File: src/rtl/i2c_apb_pkg.sv
// Register map, bit positions and reset values shared by the APB/I2C register block.
package i2c_apb_pkg;

  localparam logic [7:0] OFF_CTRL     = 8'h00;
  localparam logic [7:0] OFF_STATUS   = 8'h01;
  localparam logic [7:0] OFF_TXDATA   = 8'h02;
  localparam logic [7:0] OFF_RXDATA   = 8'h03;
  localparam logic [7:0] OFF_SADDR    = 8'h04;
  localparam logic [7:0] OFF_PRESCALE = 8'h05;
  localparam logic [7:0] OFF_IRQ_EN   = 8'h06;
  localparam logic [7:0] OFF_IRQ_STAT = 8'h07;

  localparam int CTRL_EN    = 0;
  localparam int CTRL_START = 1;
  localparam int CTRL_STOP  = 2;
  localparam int CTRL_RW    = 3;
  localparam int CTRL_FLUSH = 7;

  localparam int ST_RX_EMPTY = 2;
  localparam int ST_RX_FULL  = 3;
  localparam int ST_TX_EMPTY = 4;
  localparam int ST_TX_FULL  = 5;
  localparam int ST_BUSY     = 6;
  localparam int ST_NACK     = 7;

  localparam int IRQ_RX_AVAIL = 0;
  localparam int IRQ_NACK     = 1;
  localparam int IRQ_TX_OVF   = 2;
  localparam int IRQ_RX_OVF   = 3;

  localparam logic [7:0] CTRL_RST     = 8'h00;
  localparam logic [6:0] SADDR_RST    = 7'h00;
  localparam logic [7:0] IRQ_EN_RST   = 8'h00;
  localparam logic [3:1] IRQ_STAT_RST = 3'b000;

  // CTRL bits that act as one-cycle command strobes
  localparam logic [7:0] CTRL_SELFCLR = (8'h1 << CTRL_START) | (8'h1 << CTRL_STOP)
                                      | (8'h1 << CTRL_FLUSH);

endpackage

File: src/rtl/apb_i2c_regif_if.sv
// APB3 slave bus bundle for the I2C register block.
interface apb_i2c_regif_if #(
  parameter int ADDR_W = 8,
  parameter int DATA_W = 8
);
  logic              PSEL;
  logic              PENABLE;
  logic              PWRITE;
  logic [ADDR_W-1:0] PADDR;
  logic [DATA_W-1:0] PWDATA;
  logic [DATA_W-1:0] PRDATA;
  logic              PREADY;
  logic              PSLVERR;

  modport master (output PSEL, PENABLE, PWRITE, PADDR, PWDATA,
                  input  PRDATA, PREADY, PSLVERR);
  modport slave  (input  PSEL, PENABLE, PWRITE, PADDR, PWDATA,
                  output PRDATA, PREADY, PSLVERR);
endinterface

File: src/rtl/i2c_sync_fifo.sv
// Single-clock FIFO; a push while full is dropped even if a pop occurs the same cycle.
module i2c_sync_fifo #(
  parameter int WIDTH = 8,
  parameter int DEPTH = 4
) (
  input  logic                     PCLK,
  input  logic                     PRESETn,
  input  logic                     flush,
  input  logic                     push,
  input  logic [WIDTH-1:0]         din,
  input  logic                     pop,
  output logic [WIDTH-1:0]         dout,
  output logic                     full,
  output logic                     empty,
  output logic [$clog2(DEPTH):0]   count
);
  localparam int AW = $clog2(DEPTH);
  localparam int CW = AW + 1;

  logic [WIDTH-1:0] mem [DEPTH];
  logic [AW-1:0]    wr_ptr, rd_ptr;
  logic             do_push, do_pop;

  assign full    = (count == CW'(DEPTH));
  assign empty   = (count == '0);
  assign do_push = push & ~full;
  assign do_pop  = pop & ~empty;
  assign dout    = mem[rd_ptr];

  always_ff @(posedge PCLK or negedge PRESETn) begin
    if (!PRESETn) begin
      wr_ptr <= '0;
      rd_ptr <= '0;
      count  <= '0;
    end else if (flush) begin
      wr_ptr <= '0;
      rd_ptr <= '0;
      count  <= '0;
    end else begin
      if (do_push) wr_ptr <= wr_ptr + AW'(1);
      if (do_pop)  rd_ptr <= rd_ptr + AW'(1);
      count <= count + CW'(do_push) - CW'(do_pop);
    end
  end

  always_ff @(posedge PCLK) begin
    if (do_push && !flush) mem[wr_ptr] <= din;
  end

endmodule

File: src/rtl/apb_i2c_regif.sv
// APB register front-end for an I2C master core: control/status regs, TX/RX FIFOs, interrupts.
module apb_i2c_regif
  import i2c_apb_pkg::*;
#(
  parameter int         DATA_W       = 8,
  parameter int         ADDR_W       = 8,
  parameter int         FIFO_DEPTH   = 4,
  parameter logic [7:0] PRESCALE_RST = 8'h04
) (
  input  logic                  PCLK,
  input  logic                  PRESETn,
  apb_i2c_regif_if.slave        apb,
  output logic [7:0]            tx_data,
  output logic                  tx_valid,
  input  logic                  tx_ready,
  input  logic [7:0]            rx_data,
  input  logic                  rx_valid,
  input  logic                  core_nack,
  input  logic                  core_busy,
  output logic [7:0]            ctrl_o,
  output logic [7:0]            slave_addr_o,
  output logic [7:0]            prescale_o,
  output logic                  irq
);
  localparam int CW = $clog2(FIFO_DEPTH) + 1;

  logic access, wr_acc, rd_acc;
  logic sel_ctrl, sel_status, sel_txdata, sel_rxdata;
  logic sel_saddr, sel_prescale, sel_irq_en, sel_irq_stat;
  logic mapped, err;
  logic [7:0] wdata8, rdata, status, irq_stat;

  logic [7:0] ctrl_q, prescale_q, irq_en_q;
  logic [6:0] saddr_q;
  logic [3:1] sticky_q, sticky_set, sticky_clr;
  logic       nack_q;

  logic tx_push, tx_pop, tx_full, tx_empty;
  logic rx_pop, rx_full, rx_empty, flush;
  logic [7:0] rx_head;
  logic [CW-1:0] tx_count, rx_count;
  logic unused_counts;

  assign access     = apb.PSEL & apb.PENABLE;
  assign apb.PREADY = access;
  assign wr_acc     = access &  apb.PWRITE;
  assign rd_acc     = access & ~apb.PWRITE;
  assign wdata8     = apb.PWDATA[7:0];

  assign sel_ctrl     = (apb.PADDR == ADDR_W'(OFF_CTRL));
  assign sel_status   = (apb.PADDR == ADDR_W'(OFF_STATUS));
  assign sel_txdata   = (apb.PADDR == ADDR_W'(OFF_TXDATA));
  assign sel_rxdata   = (apb.PADDR == ADDR_W'(OFF_RXDATA));
  assign sel_saddr    = (apb.PADDR == ADDR_W'(OFF_SADDR));
  assign sel_prescale = (apb.PADDR == ADDR_W'(OFF_PRESCALE));
  assign sel_irq_en   = (apb.PADDR == ADDR_W'(OFF_IRQ_EN));
  assign sel_irq_stat = (apb.PADDR == ADDR_W'(OFF_IRQ_STAT));
  assign mapped = sel_ctrl | sel_status | sel_txdata | sel_rxdata
                | sel_saddr | sel_prescale | sel_irq_en | sel_irq_stat;

  // Wrong-direction accesses and FIFO over/underflow all report as slave errors
  assign err = access & ( ~mapped
                        | ( apb.PWRITE & (sel_status | sel_rxdata))
                        | (~apb.PWRITE &  sel_txdata)
                        | ( apb.PWRITE &  sel_txdata & tx_full)
                        | (~apb.PWRITE &  sel_rxdata & rx_empty));
  assign apb.PSLVERR = err;

  assign tx_push = wr_acc & sel_txdata & ~tx_full;
  assign tx_pop  = tx_valid & tx_ready;
  assign rx_pop  = rd_acc & sel_rxdata & ~rx_empty;
  assign flush   = wr_acc & sel_ctrl & wdata8[CTRL_FLUSH];

  i2c_sync_fifo #(.WIDTH(8), .DEPTH(FIFO_DEPTH)) u_tx_fifo (
    .PCLK(PCLK), .PRESETn(PRESETn), .flush(flush),
    .push(tx_push), .din(wdata8), .pop(tx_pop), .dout(tx_data),
    .full(tx_full), .empty(tx_empty), .count(tx_count)
  );

  i2c_sync_fifo #(.WIDTH(8), .DEPTH(FIFO_DEPTH)) u_rx_fifo (
    .PCLK(PCLK), .PRESETn(PRESETn), .flush(flush),
    .push(rx_valid), .din(rx_data), .pop(rx_pop), .dout(rx_head),
    .full(rx_full), .empty(rx_empty), .count(rx_count)
  );

  assign unused_counts = ^{tx_count, rx_count};
  assign tx_valid      = ~tx_empty;

  assign status   = {core_nack, core_busy, tx_full, tx_empty, rx_full, rx_empty, 2'b00};
  assign irq_stat = {4'b0000, sticky_q, ~rx_empty};

  assign sticky_set[IRQ_NACK]   = core_nack & ~nack_q;
  assign sticky_set[IRQ_TX_OVF] = wr_acc & sel_txdata & tx_full;
  assign sticky_set[IRQ_RX_OVF] = rx_valid & rx_full;
  assign sticky_clr = (wr_acc && sel_irq_stat) ? wdata8[3:1] : 3'b000;

  always_comb begin
    rdata = '0;
    if (rd_acc && !err) begin
      if (sel_ctrl)          rdata = ctrl_q;
      else if (sel_status)   rdata = status;
      else if (sel_rxdata)   rdata = rx_head;
      else if (sel_saddr)    rdata = {1'b0, saddr_q};
      else if (sel_prescale) rdata = prescale_q;
      else if (sel_irq_en)   rdata = irq_en_q;
      else if (sel_irq_stat) rdata = irq_stat;
    end
  end
  assign apb.PRDATA = DATA_W'(rdata);

  always_ff @(posedge PCLK or negedge PRESETn) begin
    if (!PRESETn) begin
      ctrl_q     <= CTRL_RST;
      saddr_q    <= SADDR_RST;
      prescale_q <= PRESCALE_RST;
      irq_en_q   <= IRQ_EN_RST;
      sticky_q   <= IRQ_STAT_RST;
      nack_q     <= 1'b0;
      irq        <= 1'b0;
    end else begin
      if (wr_acc && sel_ctrl) ctrl_q <= wdata8;
      else                    ctrl_q <= ctrl_q & ~CTRL_SELFCLR;
      if (wr_acc && sel_saddr)    saddr_q    <= wdata8[6:0];
      if (wr_acc && sel_prescale) prescale_q <= wdata8;
      if (wr_acc && sel_irq_en)   irq_en_q   <= wdata8;
      // Hardware set is OR-ed after the clear so it wins a same-cycle collision
      sticky_q <= (sticky_q & ~sticky_clr) | sticky_set;
      nack_q   <= core_nack;
      irq      <= |(irq_stat & irq_en_q);
    end
  end

  assign ctrl_o       = ctrl_q;
  assign slave_addr_o = {saddr_q, ctrl_q[CTRL_RW]};
  assign prescale_o   = prescale_q;

endmodule

File: src/flat_wrapper.sv
// flat-port wrapper written by rule: the top's interface ports become plain ports
module apb_i2c_regif_flat import i2c_apb_pkg::*;
#(
  parameter int         DATA_W       = 8,
  parameter int         ADDR_W       = 8,
  parameter int         FIFO_DEPTH   = 4,
  parameter logic [7:0] PRESCALE_RST = 8'h04
)
  (PCLK, PRESETn, tx_data, tx_valid, tx_ready, rx_data, rx_valid, core_nack, core_busy, ctrl_o, slave_addr_o, prescale_o, irq, apb_PSEL, apb_PENABLE, apb_PWRITE, apb_PADDR, apb_PWDATA, apb_PRDATA, apb_PREADY, apb_PSLVERR);
  apb_i2c_regif_if #(.ADDR_W(ADDR_W), .DATA_W(DATA_W)) apb_i ();
  input  logic PCLK;
  input  logic PRESETn;
  output logic [7:0] tx_data;
  output logic tx_valid;
  input  logic tx_ready;
  input  logic [7:0] rx_data;
  input  logic rx_valid;
  input  logic core_nack;
  input  logic core_busy;
  output logic [7:0] ctrl_o;
  output logic [7:0] slave_addr_o;
  output logic [7:0] prescale_o;
  output logic irq;
  input wire logic [$bits(apb_i.PSEL)-1:0] apb_PSEL;
  input wire logic [$bits(apb_i.PENABLE)-1:0] apb_PENABLE;
  input wire logic [$bits(apb_i.PWRITE)-1:0] apb_PWRITE;
  input wire logic [$bits(apb_i.PADDR)-1:0] apb_PADDR;
  input wire logic [$bits(apb_i.PWDATA)-1:0] apb_PWDATA;
  output wire logic [$bits(apb_i.PRDATA)-1:0] apb_PRDATA;
  output wire logic [$bits(apb_i.PREADY)-1:0] apb_PREADY;
  output wire logic [$bits(apb_i.PSLVERR)-1:0] apb_PSLVERR;
  assign apb_i.PSEL = apb_PSEL;
  assign apb_i.PENABLE = apb_PENABLE;
  assign apb_i.PWRITE = apb_PWRITE;
  assign apb_i.PADDR = apb_PADDR;
  assign apb_i.PWDATA = apb_PWDATA;
  assign apb_PRDATA = apb_i.PRDATA;
  assign apb_PREADY = apb_i.PREADY;
  assign apb_PSLVERR = apb_i.PSLVERR;
  apb_i2c_regif #(.DATA_W(DATA_W), .ADDR_W(ADDR_W), .FIFO_DEPTH(FIFO_DEPTH), .PRESCALE_RST(PRESCALE_RST)) u_core (.PCLK(PCLK), .PRESETn(PRESETn), .apb(apb_i), .tx_data(tx_data), .tx_valid(tx_valid), .tx_ready(tx_ready), .rx_data(rx_data), .rx_valid(rx_valid), .core_nack(core_nack), .core_busy(core_busy), .ctrl_o(ctrl_o), .slave_addr_o(slave_addr_o), .prescale_o(prescale_o), .irq(irq));
endmodule
File: config.mk
export PLATFORM = sky130hd
export DESIGN_NAME = apb_i2c_regif_flat
export DESIGN_NICKNAME = d
export VERILOG_FILES = /design/src/rtl/i2c_apb_pkg.sv /design/src/rtl/apb_i2c_regif_if.sv /design/src/rtl/i2c_sync_fifo.sv /design/src/rtl/apb_i2c_regif.sv /design/src/flat_wrapper.sv
export SDC_FILE = /design/constraint.sdc
export NUM_CORES = 1
export LEC_CHECK = 0
export ABC_AREA = 1
export CAP_MARGIN = 5
export CELL_PAD_IN_SITES_DETAIL_PLACEMENT = 0
export CELL_PAD_IN_SITES_GLOBAL_PLACEMENT = 1
export CORE_MARGIN = 4
export CORE_UTILIZATION = 45
export CTS_CLUSTER_DIAMETER = 80
export DETAILED_ROUTE_END_ITERATION = 10
export PLACE_DENSITY_LB_ADDON = 0.1
export SLEW_MARGIN = 20
export SYNTH_ARGS = -nofsm -noshare
export SYNTH_HDL_FRONTEND = slang
export SYNTH_SLANG_ARGS = --single-unit
File: constraint.sdc
create_clock -name PCLK -period 5.62 [get_ports PCLK]
set_clock_uncertainty 0.15 [all_clocks]
set_input_delay 1.124 -clock PCLK [delete_from_list [all_inputs] [get_ports PCLK]]
set_output_delay 1.124 -clock PCLK [all_outputs]
set_load 0.1 [all_outputs]
# After elaboration in Yosys (flattened, before gate mapping)
# Memories as Yosys holds them, arrays and structs flattened.
# Cells that the tools add are included.
# op_classes
add_sub_neg	8
n_eq_ne	9
mux	24
n_bitwise	47
reduce_logical	18
# op_table
cell	count
2-to-1 mux 8 bit	8
== test 8 x 3 -> 1 bit (second input constant)	4
AND 1 bit	24
== test 8 x 2 -> 1 bit (second input constant)	2
2-to-1 mux 2 bit	8
OR 1 bit	12
2-to-1 mux 3 bit	3
adder 2 x 1 -> 2 bit (second input constant)	4
AND 4 x 8 -> 8 bit	1
== test 8 x 1 -> 1 bit (second input constant)	1
logical AND 1 bit	8
logical NOT 8 bit	1
nonzero test 2 bit	4
OR reduction 8 bit	1
NOT 1 bit	7
adder 3 x 1 -> 3 bit	2
== test 3 bit (second input constant)	2
logical NOT 3 bit	2
subtractor 3 x 1 -> 3 bit	2
2-to-1 mux 1 bit	4
2-to-1 mux 4 bit	1
AND 3 bit	1
NOT 3 bit	1
OR 3 bit	1
logical NOT 1 bit	2
# totals
regBits	50
ramBits	64
wordCells	122
mem_count	2
# memory_table
name	words	word_bits	rd	rd_clocked_by_memory_dff	wr	line_no	text
u_core.u_rx_fifo.mem	4	8	1	0	1	i2c_sync_fifo.sv:20	logic [WIDTH-1:0] mem [DEPTH];
u_core.u_tx_fifo.mem	4	8	1	0	1	i2c_sync_fifo.sv:20	

# Longest topological paths before layout
# logic_depth
ltp_word	17
depth_mapped	13
mapped_depth_nobuf	13

# Modules after synthesis
# A second synthesis with hierarchy kept.
# unflattened
cells_unflattened	560
area_unflattened_um2	5430.2
# by_module_without_submodules
module	n_inst	cells_per_inst	area_per_inst_um2	seq_area_each_um2
apb_i2c_regif	1	278	2054.5	902.1
i2c_sync_fifo (u_core.u_rx_fifo)	1	141	1692.9	1136.1
i2c_sync_fifo (u_core.u_tx_fifo)	1	141	1682.9	1136.1

# Worst setup path after synthesis
# No wires, ideal clock.
# synth_path
kind	input -> output
from	in apb_PADDR[5]
to	out apb_PRDATA[1]
arrival_time_ns	3.472
required_ns	4.346
slack_ns	0.874
stages	10
n_path_buf	1
path_cell_list	nor2_1 > nand2_1 > inv_2 > nand2_2 > inv_2 > buf_6 > a21oi_1 > nand3_1 > nand2_1 > a21oi_1
# synth_via
elab_chain_cells	17
word_cells_on_any_way	38
cone_classes	eq/ne: 7; mux: 8; bitwise: 20; reduce/logical: 3
# synth_rtl
item	line_no	text
start, declared	flat_wrapper.sv:27	input wire logic [$bits(apb_i.PADDR)-1:0] apb_PADDR;
== test 8 x 1 -> 1 bit / logical NOT 8 bit (equally long branches)	apb_i2c_regif.sv:51, apb_i2c_regif.sv:50	
OR 1 bit (3 in series)	apb_i2c_regif.sv:58	assign mapped = sel_ctrl | sel_status | sel_txdata | sel_rxdata
OR 1 bit (4 in series)	apb_i2c_regif.sv:59	| sel_saddr | sel_prescale | sel_irq_en | sel_irq_stat;
NOT 1 bit	apb_i2c_regif.sv:62	assign err = access & ( ~mapped
OR 1 bit	apb_i2c_regif.sv:63	| ( apb.PWRITE & (sel_status | sel_rxdata))
OR 1 bit	apb_i2c_regif.sv:64	| (~apb.PWRITE & sel_txdata)
OR 1 bit	apb_i2c_regif.sv:65	| ( apb.PWRITE & sel_txdata & tx_full)
OR 1 bit	apb_i2c_regif.sv:66	| (~apb.PWRITE & sel_rxdata & rx_empty));
AND 1 bit	apb_i2c_regif.sv:62	
logical NOT 1 bit	apb_i2c_regif.sv:99	if (rd_acc && !err) begin
logical AND 1 bit	apb_i2c_regif.sv:99	
2-to-1 mux 8 bit (*)	apb_i2c_regif.sv:99	
end, declared	flat_wrapper.sv:29	output wire logic [$bits(apb_i.PRDATA)-1:0] apb_PRDATA;
# Mark *: on every way between the ends. The rest lies on a longest branch, timed or not.

# Final worst setup path
# layout_path
from	in apb_PADDR[2]
to	out apb_PRDATA[6]
# Same word-level chain as after synthesis.

==> impl_metrics.csv <==
group,metric,value,unit
placement,dp_worst_setup_slack,1.12,ns
min_path,hold_path_end,"u_core.sticky_q[1]$_DFF_PN0_",
cells_and_area,area_growth,26.4,%
worst_setup_path,rrSetupSlack,3.09,ns
placement,portBuffers,76,
clock_tree,clk_pin_slew,0.05,ns
min_path,hp-class,"reg -> reg",
route,viasPerCell,5.09,
placement,gp_congestion,0.888,
sta,worst_slack,1.11,ns
synth,ys_ff_latch,114,
pwr,power.leakage,2.85,nW
synth,yosysWarnings,0,
global_routing,antenna_found_initial,0,
worst_setup_path,path_cells,"clkdlybuf4s50_1 > inv_1 > nor2_1 > nand3_2 > nor2_4 > nand2_1 > o21ai_1 > nand2_1 > nand2_1 > nor2_1 > buf_4",
placement,dpl.hpwl,9490,um
worst_setup_path,critical_path.endpoint_type,"output port",
die,fp.dieW,117,um
synth,syn_inst,547,
cells_and_area,final_nets,676,
pwr,p_comb_share,28.8,%
pwr,internal-power,0.00186,W
worst_setup_path,reg2reg_depth,11,
cells_and_area,multi_input_area,1800,um2
synth,synth_async_sr_flop_share,43.9,%
global_routing,grt_max_degree,51,
pwr,power_frac_clock,35.0,%
clock_tree,ctsHoldBuffers,0,
worst_setup_path,crit_arrival,3.23,ns
clock_tree,htreeDepth,4,
worst_setup_path,slowest_stage,"clkdlybuf4s50_1",
worst_setup_path,reg2reg_to,"u_core.u_rx_fifo.count[2]$_DFF_PN0_",
cells_and_area,diodes,0,
route,wirelength,13000,um
synth,synth_area,5320,um2
worst_setup_path,reg2reg_from,"u_core.u_rx_fifo.count[1]$_DFF_PN0_",
cells_and_area,fillers,1020,
sta,rsz0062_at_grt,"no",
worst_setup_path,cp_max_fo,6,
synth,syn_nets,594,
clock_tree,cts_buffer_depth,2,
cells_and_area,final_cell_area,6720,um2
clock_tree,ctsRootBufferMaster,"clkbuf_16",
pwr,p_sw,0.00105,W
synth,avgSynthCellArea,9.73,um2
pwr,p_sw_share,36.0,%
die,core-area,11500,um2
sta,worst_pin_slew,0.994,ns
clock_tree,cts_buffers,17,
synth,ys_seq_area_share,59.7,%
clock_tree,ctsResizeCount,0,
synth,synth_area_leaders,"edfxtp_1 (36%), dfrtp_1 (23%), nand2_1 (8.0%), o21ai_0 (4.9%), inv_1 (4.6%)",
worst_setup_path,cp_top_family,"simple AND/OR/NAND/NOR gates",
min_path,holdPathStages,1,
cells_and_area,drive_above_1_share,10.6,%
die,die_h,117,um
synth,synth_top_area_share,36.1,%
die,start_util,46.2,%
worst_setup_path,path_buf_inv,3,
route,routedWlPerCell,16.6,um
worst_setup_path,crit_type,"in -> out",
route,drcViolationCount,0,
placement,placed_cell_area,6160,um2
status,status,"completed",
clock_tree,clk_latency,0.41,ns
die,dieArea,13600,um2
sta,setup_tns,0,ns
synth,ys_types,39,
global_routing,grt_pass1_wl,20800,um
sta,setup_viol,0,
run,maxCapViolCount,0,
min_path,hp-start,"u_core.nack_q$_DFF_PN0_",
route,first_pass_iters,5,
sta,final_period_minus_worst_setup_slack,4.51,ns
sta,max-slew-margin-rel,33.5,%
sta,drv_slew,0,
worst_setup_path,cp-start-kind,"input port",
pwr,ir_drop,0.000261,V
route,ant_nets,0,
clock_tree,cts_setup_buffers,0,
sta,fin_crit_sh,80.2,%
worst_setup_path,crit_top_cell,"nand2_1",
cells_and_area,register_area,3170,um2
global_routing,grt_overflow,0,
clock_tree,cts.sinks,114,
sta,max_freq,0.222,GHz
pwr,powerDensity,433,nW/um2
route,drt_iter0_markers,206,
global_routing,grt_usage,20.6,%
die,placementRows,39,
clock_tree,cts_tree,"done",
worst_setup_path,cpPeakStageDelay,0.55,ns
worst_setup_path,required,4.35,ns
pwr,total_power,0.00291,W
die,ioPinCount,77,
route,via_count,3999,
sta,hold_violations,0,
pwr,p_seq_share,36.2,%
synth,synth_edf_count,64,
synth,synth_top_area_cell,"edfxtp_1",
global_routing,grt_pass1_vias,3993,
synth,ys.flop_type,"edfxtp_1",
-- cells in the final DEF, fill, tap and decap left out, drive strengths merged --
cell,instances
a21oi,7
a22oi,1
a31oi,4
buf,11
bufinv,2
clkbuf,21
clkdlybuf4s50,66
clkinv,8
clkinvlp,2
dfrtp,49
dfstp,1
edfxtp,64
fa,2
ha,12
inv,69
nand2,118
nand3,36
nand4,3
nor2,74
nor3,4
nor3b,2
nor4,1
o21ai,63
o221ai,2
o22ai,11
o31ai,1
or2,2
xnor2,2
xor2,4
-- synth_stat cells, types with 6 or more instances --
cell and instances:
o21ai_1 6, inv_1 65, o21ai_0 52, dfrtp_1 49, a21oi_1 7, nand3_1 34, buf_2 7, nand2_1 114
nor2_1 65, edfxtp_1 64, ha_1 12, o22ai_1 11
-- per-layer routing --
| metal | wire, um | GRT usage [%] |
|---|---|---|
| met2 | 6200 | 32.3 |
| met4 | 227 | 8.10 |
| met5 | 0 | 0 |
| met1 | 5890 | 27.2 |
| met3 | 687 | 5.49 |
-- kinds of logic after synthesis --
kind of cell	Yosys count	share of synthesized area (%)
AOI/OAI and AO/OA	89	9.31
xor gates and xnor gates	6	0.988
adders and majority gates	14	3.57
buffers and inverters	84	6.44
DFF	114	59.7
and+or+nand+nor	240	20.0
-- metrics by stage --
step / hold WS, ns / utilization [%] / instances
after global routing: 0.288 / 58.4 / 785
after floorplan: 0.250 / - / 547
after detailed placement: 0.266 / 53.5 / 753
final: 0.275 / 58.4 / 785
after CTS: 0.275 / 58.4 / 785
after global placement: 0.256 / 53.5 / 753
-- registers in the layout (all words and copies together), names as in the netlist --
register	flops
u_core.ctrl_o	8
u_core.irq	1
u_core.irq_en_q	8
u_core.nack_q	1
u_core.prescale_o	8
u_core.saddr_q	7
u_core.sticky_q	3
u_core.u_rx_fifo.count	3
u_core.u_rx_fifo.mem	32
u_core.u_rx_fifo.rd_ptr	2
u_core.u_rx_fifo.wr_ptr	2
u_core.u_tx_fifo.count	3
u_core.u_tx_fifo.mem	32
u_core.u_tx_fifo.rd_ptr	2
u_core.u_tx_fifo.wr_ptr	2
-- cell type report --
cell class,count,area share (%)
clock buffers,21,6.70
clock inverters,11,1.68
inverters,70,3.91
multi-input cells,349,26.8
flip-flops and latches,114,47.2
well taps,143,2.66
repair buffers,77,11.0
-- how the worst max path moves through the flow --
stage                 startpoint       endpoint  slack, ns  cells past startpoint
CTS                 apb_PADDR[2]  apb_PRDATA[7]       1.12                     11
global placement    apb_PADDR[2]  apb_PRDATA[7]       1.11                     11
floorplan           apb_PADDR[5]  apb_PRDATA[1]       0.87                     10
detailed placement  apb_PADDR[2]  apb_PRDATA[7]       1.12                     11
finish              apb_PADDR[2]  apb_PRDATA[6]       1.11                     11
global route        apb_PADDR[2]  apb_PRDATA[5]       0.93                     13
-- power groups by stage --
stage | registers [W] | logic (W) | clock network (W)
after floorplan | 0.00105 | 0.000628 | 0
after global placement | 0.00107 | 0.000833 | 0
after detailed placement | 0.00107 | 0.000845 | 0
after CTS | 0.00105 | 0.000849 | 0.00103
after global routing | 0.00107 | 0.000908 | 0.00108
final | 0.00105 | 0.000838 | 0.00102
-- worst reg2reg max path: stages (launching register included) --
cell	delay, ns
dfrtp_1	0.39
inv_1	0.09
nand3_1	0.26
inv_1	0.12
nor4_2	0.34
ha_1	0.20
inv_1	0.04
ha_1	0.18
fa_1	0.37
xor2_1	0.17
nand2_1	0.07
inv_1	0.05
Power figures use the tool's default switching activity.
